**src/rtl/regfile_wb_arbiter.sv**
```systemverilog
// regfile_wb_arbiter: shares the register file write port between ALU and load write-back and tracks pending writes.
// Define RF_ARB_ROUND_ROBIN_EN for round-robin arbitration; otherwise the load unit has fixed priority.
module regfile_wb_arbiter #(
    parameter int DATA_W = 32,
    parameter int ADDR_W = 5
) (
    input  logic              clk,
    input  logic              reset,
    input  logic              alu_valid,
    output logic              alu_ready,
    input  logic [ADDR_W-1:0] alu_rd,
    input  logic [DATA_W-1:0] alu_data,
    input  logic              mem_valid,
    output logic              mem_ready,
    input  logic [ADDR_W-1:0] mem_rd,
    input  logic [DATA_W-1:0] mem_data,
    input  logic              issue_valid,
    input  logic [ADDR_W-1:0] issue_rd,
    input  logic              flush,
    input  logic [ADDR_W-1:0] chk_rs1,
    input  logic [ADDR_W-1:0] chk_rs2,
    output logic              hazard,
    output logic              rf_we,
    output logic [ADDR_W-1:0] rf_waddr,
    output logic [DATA_W-1:0] rf_wdata,
    output logic [31:0]       pending
);
    logic              rf_we_q, rf_we_d;
    logic [ADDR_W-1:0] rf_waddr_q, rf_waddr_d;
    logic [DATA_W-1:0] rf_wdata_q, rf_wdata_d;
    logic [31:0]       pending_q, pending_d;
    logic              acc;
    logic [ADDR_W-1:0] acc_rd;
    logic [DATA_W-1:0] acc_data;
    logic [31:0]       set_mask, clr_mask;

`ifdef RF_ARB_ROUND_ROBIN_EN
    // ptr_q=0 favours the ALU; flips only on contended acceptances
    logic ptr_q, ptr_d;

    always_comb begin
        alu_ready = ~reset & alu_valid & (~mem_valid | ~ptr_q);
        mem_ready = ~reset & mem_valid & (~alu_valid | ptr_q);
        ptr_d     = (alu_valid & mem_valid) ? ~ptr_q : ptr_q;
    end

    always_ff @(posedge clk) begin
        if (reset) ptr_q <= 1'b0;
        else       ptr_q <= ptr_d;
    end
`else
    always_comb begin
        mem_ready = ~reset & mem_valid;
        alu_ready = ~reset & alu_valid & ~mem_valid;
    end
`endif

    always_comb begin
        acc        = alu_ready | mem_ready;
        acc_rd     = mem_ready ? mem_rd : alu_rd;
        acc_data   = mem_ready ? mem_data : alu_data;
        rf_we_d    = acc & (acc_rd != '0);
        rf_waddr_d = rf_we_d ? acc_rd : rf_waddr_q;
        rf_wdata_d = rf_we_d ? acc_data : rf_wdata_q;
        set_mask   = issue_valid ? (32'd1 << issue_rd) : 32'd0;
        clr_mask   = acc ? (32'd1 << acc_rd) : 32'd0;
        // set is OR'd after clear so a same-cycle issue wins
        pending_d  = flush ? 32'd0 : (((pending_q & ~clr_mask) | set_mask) & ~32'd1);
        hazard     = pending_q[chk_rs1] | pending_q[chk_rs2];
    end

    always_ff @(posedge clk) begin
        if (reset) begin
            rf_we_q    <= 1'b0;
            rf_waddr_q <= '0;
            rf_wdata_q <= '0;
            pending_q  <= '0;
        end else begin
            rf_we_q    <= rf_we_d;
            rf_waddr_q <= rf_waddr_d;
            rf_wdata_q <= rf_wdata_d;
            pending_q  <= pending_d;
        end
    end

    assign rf_we    = rf_we_q;
    assign rf_waddr = rf_waddr_q;
    assign rf_wdata = rf_wdata_q;
    assign pending  = pending_q;
endmodule
```
**config.mk**
```make
export PLATFORM = sky130hd
export DESIGN_NAME = regfile_wb_arbiter
export DESIGN_NICKNAME = d
export VERILOG_FILES = /design/src/rtl/regfile_wb_arbiter.sv
export SDC_FILE = /design/constraint.sdc
export NUM_CORES = 1
export LEC_CHECK = 0
export CAP_MARGIN = 20
export CORE_MARGIN = 8
export CORE_UTILIZATION = 35
export CTS_BUF_LIST = sky130_fd_sc_hd__clkbuf_2 sky130_fd_sc_hd__clkbuf_4 sky130_fd_sc_hd__clkbuf_8
export DETAILED_ROUTE_END_ITERATION = 8
export PLACE_DENSITY_LB_ADDON = 0.3
export SYNTH_ARGS = -nofsm -noshare
export SYNTH_HDL_FRONTEND = slang
export SYNTH_SLANG_ARGS = --single-unit
export TNS_END_PERCENT = 100
```
**constraint.sdc**
```tcl
create_clock -name clk -period 2.46 [get_ports clk]
set_input_delay 0.369 -clock clk [delete_from_list [all_inputs] [get_ports clk]]
set_output_delay 0.369 -clock clk [all_outputs]
set_load 0.005 [all_outputs]
```
==> metrics.txt <==
status complete, no violations; crit path max-delay cell type clkdlybuf4s50_1; synth warn 0; drt wl/cell 18.6 um; WL final 13700 um; H-tree depth 3; Total GRT Usage 18.8%; Worst Tran Pin Value 703 ps; CTS buffer count 9; Post-Synthesis Mean Instance Area 9.27 um2; WP data required 2090 ps; P&R area growth vs syn 55.9%; Synth Cell Area 3850 um2; detailed placer's ending HPWL 10900 um; Initial DRC Count 133; Layout Skew 0 ps; FFs w/ async S/R, synth 0%; setup bufs post-CTS 0; antenna violations before repair 0; top-area cell type share of the netlist area 35.9%; first-pass GRT wire length 22100 um; slowest stage delay, CP 580 ps; Worst setup EP type primary output; io pins 168; vias in the first global route 4298; core box area 10800 um2; DRT antenna net count 0; synth cell count leaders dfxtp_1 (69), mux2i_1 (41), nand2_1 (40); chip height 121 um; met2 wire len 6520 um; Via Count 3963; leak pwr 2.19 nW; Post-Syn Instances 415; Final setup viols 0; maxcap violations 0; clock-pin slew on the worst setup and hold paths 70 ps; DRC 0; initial core utilization 35.7%; root buffer cell clkbuf_8; Post-Route Setup TNS 0 ps; grt ovf 0; routability cong. 0.875; Post-Syn Nets 510; chip width 121 um; max layer used met4; Hold-fix buffers, CTS 0; critical path class input port to primary output; hold crit path type flip-flop to flip-flop; total power 2.78 mW; Seq/Total Area, Yosys 35.9%; Max Clk Rate 429 MHz; Critical Path, Cell by Cell clkdlybuf4s50_1, mux4_2, mux2_2, a21oi_1, o211ai_1, buf_2; worst-skew pair later-pin latency 340 ps; Sink Count 69; nets 690; CP delay by family, top buffers and inverters; largest net degree at the start of global routing 37; fin crit period 2330 ps; port bufs 166; DR vias/cell 5.37; Area contributors post-synth dfxtp_1 (36%), mux2i_1 (11%), a211oi_2 (9.4%), mux4_2 (7.6%), a21oi_1 (5.1%); count of buffer and inverter cells on the critical path 2; layout cells sized above 1 17.9%; post-synth top area cell dfxtp_1; Post-synth EDFFs 0; RSZ-0062 raised after global routing no; count leader, synth dfxtp_1; count of state elements after synthesis 69; CP Launch Type input port; final period utilization 94.7%; DRT Pass-1 Iters 4; fill cell count 978; Netlist cell types 40; total inserted antenna cells 0; CTS tree built; wire length on met1 5600 um; critical path fanouts, max 5; PD cells 463 nW/um2; final hold viol count 0; CTS max path bufs 2; FP Rows 38; metal3 WL 1380 um; VDD IR-drop max 314 uV; ys flop type dfxtp_1; die area 14600 um2; CP Data Arrival Time 1960 ps; Slew Viols, Final 0; relative slew slack 53.1%
==> power breakdown <==
| group | switching, mW | leakage, nW | internal (mW) | total (mW) |
|---|---|---|---|---|
| sequential | 0.0337 | 0.566 | 1.18 | 1.21 |
| combinational | 0.319 | 1.53 | 0.412 | 0.731 |
| clock | 0.412 | 0.0915 | 0.418 | 0.830 |
| total | 0.765 | 2.19 | 2.01 | 2.78 |
==> kinds of logic after synthesis <==
| kind of cell | synth area share, % |
|---|---|
| and+or+nand+nor | 16.0 |
| other | 0.0974 |
| AOI/OAI and AO/OA | 23.9 |
| DFF | 35.9 |
| muxes | 19.1 |
| buffers and inverters | 4.91 |
==> worst paths after layout <==
kind	start	endpoint	slack, ps	cells past startpoint
max	chk_rs1[1]	hazard	130	6
min	rf_waddr[4]$_SDFFE_PP0P_	rf_waddr[4]$_SDFFE_PP0P_	520	2
max reg2reg	pending[25]$_SDFF_PP0_	pending[25]$_SDFF_PP0_	1670	2
min reg2reg	rf_waddr[4]$_SDFFE_PP0P_	rf_waddr[4]$_SDFFE_PP0P_	520	2
==> flip-flops by register name, summed over array words and instances (netlist names) <==
| name | cells |
|---|---|
| rf_waddr | 5 |
| pending | 31 |
| rf_wdata | 32 |
| rf_we | 1 |
==> worst min-delay path, delay by kind of cell, from the launching register on <==
kind / cells / cell delay, ps
compound gates: 1 / 70
flops: 1 / 340
simple gates: 1 / 70
==> through the flow <==
stage	hold WS (ps)	setup WS [ps]	util [%]	std cells	cell area (um2)
2_1_floorplan	483	320	-	415	3850
3_3_place_gp	473	-404	54.0	724	5830
3_5_place_dp	499	-443	54.0	724	5830
4_1_cts	508	35.0	55.6	738	6000
5_1_grt	528	31.8	55.6	738	6000
6_report	515	131	55.6	738	6000
==> timing repair <==
| action | in CTS | in global routing |
|---|---|---|
| cloned | 0 | 0 |
| pin swaps | 2 | 0 |
| gates resized for setup | 10 | 1 |
| endpoints found under the setup margin | 1 | 1 |
==> cell usage in the layout, fill, tap and decap left out, drive strengths merged, types with 2 or more instances in the layout <==
| cell | instances |
|---|---|
| clkdlybuf4s50 | 158 |
| dfxtp | 69 |
| mux2i | 41 |
| buf | 41 |
| nand2 | 40 |
| a21oi | 40 |
| nor3 | 38 |
| a211oi | 36 |
| o21ai | 31 |
| mux4 | 13 |
| nand2b | 12 |
| clkbuf | 12 |
| nor2 | 10 |
| a31oi | 7 |
| inv | 7 |
| o211ai | 5 |
| nor4bb | 4 |
| dlygate4sd2 | 4 |
| o31a | 3 |
| mux2 | 3 |
| nor3b | 2 |
| nand3b | 2 |
| or4b | 2 |
| o31ai | 2 |
| or2 | 2 |
| nor2b | 2 |
| and4b | 2 |
| clkinv | 2 |
==> layer usage <==
layer,up-vias,track usage (%)
met1,1896,20.7
met4,0,6.95
met5,-,0
met3,20,8.33
met2,147,31.4
li1,1900,-
==> area by class of cell <==
type                    instances  area [um2]  area share (%)
multi-input cells             304        2300            38.4
repair buffers                204        1950            32.4
flip-flops and latches         69        1380            23.0
well taps                     140         175            2.92
clock buffers                  12         159            2.65
inverters                       7        26.3           0.438
clock inverters                 2        10.0           0.167
Note: power is estimated with default switching activity, not from simulation.
